===== config.mk =====
export PLATFORM = sky130hd
export DESIGN_NAME = pipe_ctrl_flat
export DESIGN_NICKNAME = d
export VERILOG_FILES = /design/src/rtl/pipe_ctrl_if.sv /design/src/rtl/pipe_ctrl.sv /design/src/flat_wrapper.sv
export SDC_FILE = /design/constraint.sdc
export NUM_CORES = 1
export LEC_CHECK = 0
export BUFFER_PORTS_ARGS = -buffer_cell sky130_fd_sc_hd__buf_4
export CORE_MARGIN = 8
export CORE_UTILIZATION = 47
export CTS_CLUSTER_DIAMETER = 40
export CTS_CLUSTER_SIZE = 30
export DETAILED_ROUTE_END_ITERATION = 12
export HOLD_SLACK_MARGIN = 0.15
export PLACE_DENSITY = 0.85
export SETUP_SLACK_MARGIN = 0.5
export SYNTH_ARGS = -nofsm -noshare
export SYNTH_HDL_FRONTEND = slang
export SYNTH_SLANG_ARGS = --single-unit

===== constraint.sdc =====
create_clock -name clk -period 1.55 [get_ports clk]
set_input_delay 0.0775 -clock clk [delete_from_list [all_inputs] [get_ports clk]]
set_output_delay 0.0775 -clock clk [all_outputs]
set_load 0.03 [all_outputs]

===== src/rtl/pipe_ctrl_if.sv =====
// Control bundle between the pipeline sequencing controller and the 3-stage core:
// hazard/request inputs plus register enables, flush and status outputs.
interface pipe_ctrl_if #(
   parameter int unsigned CW = 16
);
   logic          halt;
   logic          mem_req;
   logic          mem_ack;
   logic          branch_taken;
   logic          ld_use_hazard;
   logic          pc_ld;
   logic          ifid_ld;
   logic          idex_ld;
   logic          ifid_flush;
   logic          idex_flush;
   logic          mem_go;
   logic          err;
   logic [1:0]    state_o;
   logic [CW-1:0] stall_cnt;

   modport master (
      input  halt, mem_req, mem_ack, branch_taken, ld_use_hazard,
      output pc_ld, ifid_ld, idex_ld, ifid_flush, idex_flush, mem_go, err,
             state_o, stall_cnt
   );

   modport slave (
      output halt, mem_req, mem_ack, branch_taken, ld_use_hazard,
      input  pc_ld, ifid_ld, idex_ld, ifid_flush, idex_flush, mem_go, err,
             state_o, stall_cnt
   );
endinterface


===== src/rtl/pipe_ctrl.sv =====
// Pipeline sequencing controller: resolves halt, memory wait, branch flush and
// load-use stalls into register enables/flushes; counts stall cycles.
module pipe_ctrl #(
   parameter int unsigned TIMEOUT = 16,
   parameter int unsigned CW      = 16
) (
   input  logic              clk,
   input  logic              clr,
   pipe_ctrl_if.master       bus
);

   typedef enum logic [1:0] {
      RUN      = 2'd0,
      MEM_WAIT = 2'd1,
      HALT     = 2'd2,
      ERR      = 2'd3
   } state_e;

   localparam logic [7:0] TO_LAST = 8'(TIMEOUT - 1);

   state_e        state_q, state_d;
   logic [7:0]    wait_q, wait_d;
   logic [CW-1:0] stall_q, stall_d;

   logic pc_ld_c, ifid_ld_c, idex_ld_c, ifid_flush_c, idex_flush_c, mem_go_c;

   always_comb begin
      state_d      = state_q;
      wait_d       = wait_q;
      pc_ld_c      = 1'b0;
      ifid_ld_c    = 1'b0;
      idex_ld_c    = 1'b0;
      ifid_flush_c = 1'b0;
      idex_flush_c = 1'b0;
      mem_go_c     = 1'b0;

      case (state_q)
         RUN: begin
            if (bus.halt) begin
               state_d = HALT;
            end else if (bus.mem_req) begin
               mem_go_c = 1'b1;
               state_d  = MEM_WAIT;
               wait_d   = '0;
            end else if (bus.branch_taken) begin
               pc_ld_c      = 1'b1;
               ifid_ld_c    = 1'b1;
               idex_ld_c    = 1'b1;
               ifid_flush_c = 1'b1;
               idex_flush_c = 1'b1;
            end else if (bus.ld_use_hazard) begin
               // Hold fetch, inject one bubble into ID/EX.
               idex_ld_c    = 1'b1;
               idex_flush_c = 1'b1;
            end else begin
               pc_ld_c   = 1'b1;
               ifid_ld_c = 1'b1;
               idex_ld_c = 1'b1;
            end
         end
         MEM_WAIT: begin
            if (bus.mem_ack) begin
               state_d = RUN;
            end else if (wait_q == TO_LAST) begin
               state_d = ERR;
            end else begin
               wait_d = wait_q + 8'd1;
            end
         end
         HALT: begin
            if (!bus.halt) begin
               state_d = RUN;
            end
         end
         ERR: begin
            state_d = ERR;
         end
         default: begin
            state_d = RUN;
         end
      endcase

      stall_d = stall_q;
      if ((state_q == RUN || state_q == MEM_WAIT) && !pc_ld_c && stall_q != '1) begin
         stall_d = stall_q + CW'(1);
      end
   end

   always_ff @(posedge clk or posedge clr) begin
      if (clr) begin
         state_q <= RUN;
         wait_q  <= '0;
         stall_q <= '0;
      end else begin
         state_q <= state_d;
         wait_q  <= wait_d;
         stall_q <= stall_d;
      end
   end

   // Combinational outputs are gated so clr forces them low without a clock edge.
   assign bus.pc_ld      = pc_ld_c      & ~clr;
   assign bus.ifid_ld    = ifid_ld_c    & ~clr;
   assign bus.idex_ld    = idex_ld_c    & ~clr;
   assign bus.ifid_flush = ifid_flush_c & ~clr;
   assign bus.idex_flush = idex_flush_c & ~clr;
   assign bus.mem_go     = mem_go_c     & ~clr;
   assign bus.err        = (state_q == ERR) & ~clr;
   assign bus.state_o    = state_q;
   assign bus.stall_cnt  = stall_q;

endmodule


===== src/flat_wrapper.sv =====
// flat-port wrapper written by rule: the top's interface ports become plain ports
module pipe_ctrl_flat 
#(
   parameter int unsigned TIMEOUT = 16,
   parameter int unsigned CW      = 16
)
  (clk, clr, bus_halt, bus_mem_req, bus_mem_ack, bus_branch_taken, bus_ld_use_hazard, bus_pc_ld, bus_ifid_ld, bus_idex_ld, bus_ifid_flush, bus_idex_flush, bus_mem_go, bus_err, bus_state_o, bus_stall_cnt);
  pipe_ctrl_if #(.CW(CW)) bus_i ();
  input  logic clk;
  input  logic clr;
  input wire logic [$bits(bus_i.halt)-1:0] bus_halt;
  input wire logic [$bits(bus_i.mem_req)-1:0] bus_mem_req;
  input wire logic [$bits(bus_i.mem_ack)-1:0] bus_mem_ack;
  input wire logic [$bits(bus_i.branch_taken)-1:0] bus_branch_taken;
  input wire logic [$bits(bus_i.ld_use_hazard)-1:0] bus_ld_use_hazard;
  output wire logic [$bits(bus_i.pc_ld)-1:0] bus_pc_ld;
  output wire logic [$bits(bus_i.ifid_ld)-1:0] bus_ifid_ld;
  output wire logic [$bits(bus_i.idex_ld)-1:0] bus_idex_ld;
  output wire logic [$bits(bus_i.ifid_flush)-1:0] bus_ifid_flush;
  output wire logic [$bits(bus_i.idex_flush)-1:0] bus_idex_flush;
  output wire logic [$bits(bus_i.mem_go)-1:0] bus_mem_go;
  output wire logic [$bits(bus_i.err)-1:0] bus_err;
  output wire logic [$bits(bus_i.state_o)-1:0] bus_state_o;
  output wire logic [$bits(bus_i.stall_cnt)-1:0] bus_stall_cnt;
  assign bus_i.halt = bus_halt;
  assign bus_i.mem_req = bus_mem_req;
  assign bus_i.mem_ack = bus_mem_ack;
  assign bus_i.branch_taken = bus_branch_taken;
  assign bus_i.ld_use_hazard = bus_ld_use_hazard;
  assign bus_pc_ld = bus_i.pc_ld;
  assign bus_ifid_ld = bus_i.ifid_ld;
  assign bus_idex_ld = bus_i.idex_ld;
  assign bus_ifid_flush = bus_i.ifid_flush;
  assign bus_idex_flush = bus_i.idex_flush;
  assign bus_mem_go = bus_i.mem_go;
  assign bus_err = bus_i.err;
  assign bus_state_o = bus_i.state_o;
  assign bus_stall_cnt = bus_i.stall_cnt;
  pipe_ctrl #(.TIMEOUT(TIMEOUT), .CW(CW)) u_core (.clk(clk), .clr(clr), .bus(bus_i));
endmodule

== After elaboration in Yosys (flattened, before gate mapping) ==
Index checks and enable logic that the tools add are counted.

* Memory bits (read-only): 0
* Memories kept: 0
* Output and inout bits: 25
* Bits in latches: 0
* Bits of input ports: 7
* Logic and storage cells: 63
* Register bits after elaboration: 26
* RAM bits: 0

* Equal/unequal tests: 12
* Shift operators: 0
* Div/mod/pow operators: 0
* Add/sub/neg operators: 2
* Bitwise gates (word level): 7
* Muxes and demuxes: 31
* Reductions and logical operators: 8
* Multiply operators: 0
* Order comparisons: 0

{| class="wikitable"
|+ Operators by type and width
! operator !! number
|-
| $mux 8 || 4
|-
| $mux 1 || 20
|-
| $add 16x1->16 const B || 1
|-
| $ne 16x16->1 const B || 1
|-
| $pmux 8 s2 || 1
|-
| $mux 2 || 5
|-
| $ne 2x2->1 const B || 5
|-
| $add 8x1->8 const B || 1
|-
| $eq 8x4->1 const B || 1
|-
| $pmux 2 s4 || 1
|-
| $and 1x1->1 || 6
|-
| $reduce_and 5->1 || 1
|-
| $eq 2x2->1 const B || 2
|-
| $ne 3x2->1 const B || 1
|-
| $ne 3x3->1 const B || 1
|-
| $reduce_and 3->1 || 1
|-
| $eq 2x1->1 const B || 1
|-
| $logic_and 1x1->1 || 2
|-
| $logic_not 2->1 || 1
|-
| $reduce_bool 2->1 || 1
|-
| $logic_not 1->1 || 1
|-
| $logic_or 1x1->1 || 1
|-
| $not 1->1 || 1
|}

== Logic depth before layout (Yosys ltp) ==
* Depth in word-level cells: 8
* Depth in mapped cells: 6

== Least setup slack after synthesis ==
OpenSTA, ideal clock, no wires.

* Kind: flip-flop to output port
* From: reg u_core.state_q[0], in the netlist u_core.bus.state_o[0]
* To: out bus_pc_ld
* Slack: -1154 ps
* Data arrival time: 2627 ps
* Cell stages (with the launch flop): 5
* Path buffers: 1
* Cell sequence: dfrtp_1 > nor2_1 > nor4b_1 > and2_1 > buf_4

* Cells in the longest elaborated chain, start to end: 3

{| class="wikitable"
|+ Ends and longest elaborated chain
! item !! line !! source
|-
| start, declared || pipe_ctrl.sv:21 || <nowiki>state_e state_q, state_d;</nowiki>
|-
| start signal, assigned || pipe_ctrl.sv:95 || <nowiki>state_q <= state_d;</nowiki>
|-
| $logic_not 2->1 || n/a ||
|-
| $mux 1 || n/a ||
|-
| $and 1x1->1 || n/a ||
|-
| end, declared || flat_wrapper.sv:16 || <nowiki>output wire logic [$bits(bus_i.pc_ld)-1:0] bus_pc_ld;</nowiki>
|}

Every way passes these cells.

== Final worst setup path ==
* From: reg u_core.state_q[0], in the netlist u_core.bus.state_o[0]
* To: out bus_ifid_ld

* Cells in the longest elaborated chain, start to end: 3

{| class="wikitable"
|+ Ends and longest elaborated chain
! item !! line !! source
|-
| $logic_not 2->1 || pipe_ctrl.sv:37 || <nowiki>case (state_q)</nowiki>
|-
| $mux 1 || pipe_ctrl.sv:37 ||
|-
| $and 1x1->1 || pipe_ctrl.sv:103 || <nowiki>assign bus.ifid_ld = ifid_ld_c & ~clr;</nowiki>
|-
| end, declared || flat_wrapper.sv:17 || <nowiki>output wire logic [$bits(bus_i.ifid_ld)-1:0] bus_ifid_ld;</nowiki>
|}

Every way passes these cells.

==> run summary <==
STA classifies the critical path startpoint as a flop. The floorplan step defined a die boundary enclosing 4900 sq um. The run gives 1563 as the via count of the first global-routing pass. For this run the aggregate overflow at the end of global routing stands at 0. The sequential share of the synthesized area is 0.475.

The final layout contains routed wiring with a total length of 5.33 mm. The tools report the number of warnings reported in the yosys synthesis log as 0. TritonCTS built the clock tree. Entering global routing, the biggest net connects 21 pins. The logs give 21 for the count of endpoints failing setup in the final report and 957 sq um for the area occupied by multi-input gates. IR analysis of the VDD net gives a maximum drop of 1.86 mV. The cell area after technology mapping is 1370 sq um, and the delay contributed by the slowest stage of the critical path is 440 ps. The net count of the finished layout is 222.

The initial cell density of the core came out at 0.496. The worst setup path is of the flop to primary output kind. The number of levels the H-tree was split into is 1.

Once layout is complete, the cells apart from fillers number 242. The tools report the number of hold violations in the final report as 0. The first-pass GRT wire length is 7.70 mm. Across the run, the number of max-cap violations was 0. Dividing the detail-routed wire length by the instance count gives 22.0 microns. The fraction of synthesis flops using an asynchronous set or reset pin is 1.00, and the die outline height is 70.0 microns. The flow ran to the end, but the final reports show violations.

The setup slack of the critical path after layout was -118 ps; the post-detailed-placement half-perimeter wirelength was 2.62 mm. Counting every sink on the clock net gives 26. The run gives 106 as the fill cell instance count of the final layout.

Clock tree synthesis selected as its root buffer the cell clkbuf_4. In the post-synthesis netlist, the biggest area contributors are dfrtp_1 (48%), xor2_1 (5.1%), a21oi_1 (3.7%). The total clock buffers created by CTS is 3, and the final total power is 3.55 mW. Synthesis produced 135 cells. The critical path goes through buf_6 -> nor2_4 -> nor4b_4 -> and2_4 -> buf_6. The slowest stage of the critical path is the dfrtp_2 cell.

For the max-slew violation total from the final report, the log shows 0. Remaining max-slew budget at the tightest pin: 0.723. Minimum clock period after layout: 1670 ps. The checks that failed: negative setup slack.

The total of flip-flops plus latches after synthesis was 26; the overall fraction of global-route tracks in use was 0.187. The register area is 669 sq um. The actual slew at the worst max-slew pin works out to 413 ps.

After floorplanning, the core was divided into 19 placement rows. After detailed routing, the number of remaining DRC violations is 0. Counting along the longest clock path gives a buffer depth of 2. The share of layout cells above drive strength 1 was 0.654. The area growth from synthesis to layout is 77.2%. The run gives 2430 sq um as the area of all placed cells without fillers.

Of all nets on the critical path, the largest fanout is 4. The final period utilization came out at 1.08. At the worst endpoint, the arrival time is 1590 ps.

Counting both buffers and inverters, the worst setup path holds a total of 2. The detailed-route vias per instance is 6.17, and the antenna diode instance count is 0. Across the routed clock network, the largest skew measured is 5.06 ps. Counting flops with a built-in enable in the synthesized netlist gives 0. The mean cell area of the mapped netlist was 10.1 sq um; the number of detailed-route iterations in the first pass was 5.

The count of nets left with antenna violations once routing finished came out at 0. The top-area cell type share of the netlist area works out to 0.475. In this run the static leakage power is 1.14 nW. The tools report the clock latency reported for the late side of the worst-skew pair as 330 ps.

The number of nets produced by synthesis is 144, and the pre-CTS setup slack is -52.6 ps. Setup repair after global routing could not meet its margin everywhere. The logs give 32 for the number of top-level pins and 599 MHz for the achievable clock frequency.

The tightest hold path in the finished design has a slack of 209 ps. The kind of capture point of the worst setup path is a primary output. Power spread over the standard cell area amounts to 1460 nW/um^2. Routability-driven placement finished with a final weighted congestion of 0.863.

For the count of placed standard cells including taps, the log shows 210. The logs give 1830 sq um for the placed cell area and 1470 ps for the required time of the critical path. The clock-pin slew reported for the worst setup and hold paths after clock tree synthesis is 130 ps. The biggest area consumer among synthesized cells was dfrtp_1.

The number of unique standard cell types used by synthesis is 39. The area of the placeable core was 2760 sq um. In this run the worst hold path is classified as primary input to flop. The number of antenna violations at the first check in global routing is 0. Among cell families on the critical path, the largest total delay comes from simple AND/OR/NAND/NOR gates.

The die is 70.0 microns wide. In this design, the critical path's most frequently occurring cell is buf_6. The vias after detailed routing was 1494; the violation count after the first detailed-routing iteration was 155. The most frequently used flop master after synthesis is dfrtp_1.

The quantity of I/O buffers inserted on ports came out at 31.
[state kept, by name, indices dropped and copies added, names as in the netlist]
signal,count
u_core.bus.stall_cnt,16
u_core.bus.state_o,2
u_core.wait_q,8
[stage by stage]
| step | TNS [ps] | utilization |
|---|---|---|
| after global placement | 0 | 0.665 |
| after CTS | -901 | 0.825 |
| after floorplan | -317 | - |
| after global routing | -2670 | 0.880 |
| after detailed placement | -87.9 | 0.665 |
| final | -1300 | 0.880 |
[timing repair]
item | CTS | global route
pin swaps | 23 | 5
resized for setup | 71 | 16
hold endpoints to repair | 29 | 1
buffers inserted | 16 | 9
hold buffers | 3 | 1
endpoints found under the setup margin | 46 | 50
[cell type report]
type,count,share of cell area
flip-flops and latches,26,0.276
clock buffers,3,0.00928
inverters,4,0.00774
well taps,31,0.0160
repair buffers,74,0.297
multi-input cells,104,0.395
[power by group]
part	switching [mW]	total, mW	internal (mW)
sequential	0.208	1.05	0.845
clock	0.200	0.291	0.0914
combinational	1.09	2.21	1.12
total	1.50	3.55	2.05
[metal layers]
metal / GRT usage / part of all wire / vias up / wire length [microns]
li1: - / - / 648 / -
met5: 0 / 0 / - / 0
met3: 0.0381 / 0.053 / 23 / 281
met2: 0.336 / 0.54 / 70 / 2870
met4: 0.0915 / 0.046 / 0 / 247
met1: 0.202 / 0.36 / 753 / 1940
[kinds of logic after synthesis]
family | count (synthesis) | share of synthesized area
and+or+nand+nor | 59 | 0.255
AOI/OAI and AO/OA | 28 | 0.135
DFF | 26 | 0.475
xor gates and xnor gates | 13 | 0.0832
buffers and inverters | 5 | 0.0165
muxes | 2 | 0.0165
adders and majority gates | 2 | 0.0183
[worst min-delay path, delay by kind of cell]
family / cells / cell delay (ps)
and+or+nand+nor: 1 / 140
AOI/OAI and AO/OA: 1 / 160
buffers and inverters: 1 / 140
[synth_stat cells (3+ instances only)]
library cell	number
nand4_1	4
nor3_1	4
dfrtp_1	26
and4_1	4
xor2_1	8
xnor2_1	5
inv_1	4
nor2_1	9
nand2_1	12
o21a_1	6
a21oi_1	10
and3_1	5
nand3_1	6
a31oi_1	3
[layout by cell type, fill, tap and decap left out, types with 2 or more instances in the layout]
cell type,count
buf_6,41
buf_4,29
dfrtp_2,15
dfrtp_1,11
nand2_1,7
xor2_1,7
nor2_1,6
o21a_1,6
a21oi_2,5
nand3_1,5
and4_4,5
nand4_1,4
xnor2_2,4
and3_4,4
a21oi_1,4
dlygate4sd3_1,4
a31oi_1,3
inv_1,3
nand2_2,3
clkbuf_4,3
nor3_4,2
nand2_4,2
nor4_4,2
nor2_4,2
a21oi_4,2
nor2b_4,2
nor2_2,2
and2_4,2
mux2_4,2
[path summary, 6_finish.rpt]
kind                                                      startpoint                              endpoint  slack [ps]  cells past startpoint
worst min-delay path                                     bus_mem_req     u_core.bus.state_o[0]$_DFFE_PP0P_         210                      3
worst max register to register   u_core.bus.stall_cnt[0]$_DFFE_PP0P_   u_core.bus.stall_cnt[9]$_DFFE_PP0P_        -100                      6
worst min register to register  u_core.bus.stall_cnt[14]$_DFFE_PP0P_  u_core.bus.stall_cnt[14]$_DFFE_PP0P_         520                      1
worst max-delay path               u_core.bus.state_o[0]$_DFFE_PP0P_                           bus_ifid_ld        -120                      5
max in group asynchronous                                        clr   u_core.bus.stall_cnt[7]$_DFFE_PP0P_         660                      4
min in group asynchronous                                        clr          u_core.wait_q[6]$_DFFE_PP0P_         300                      3
No activity file was read; power rests on OpenSTA's default activity.
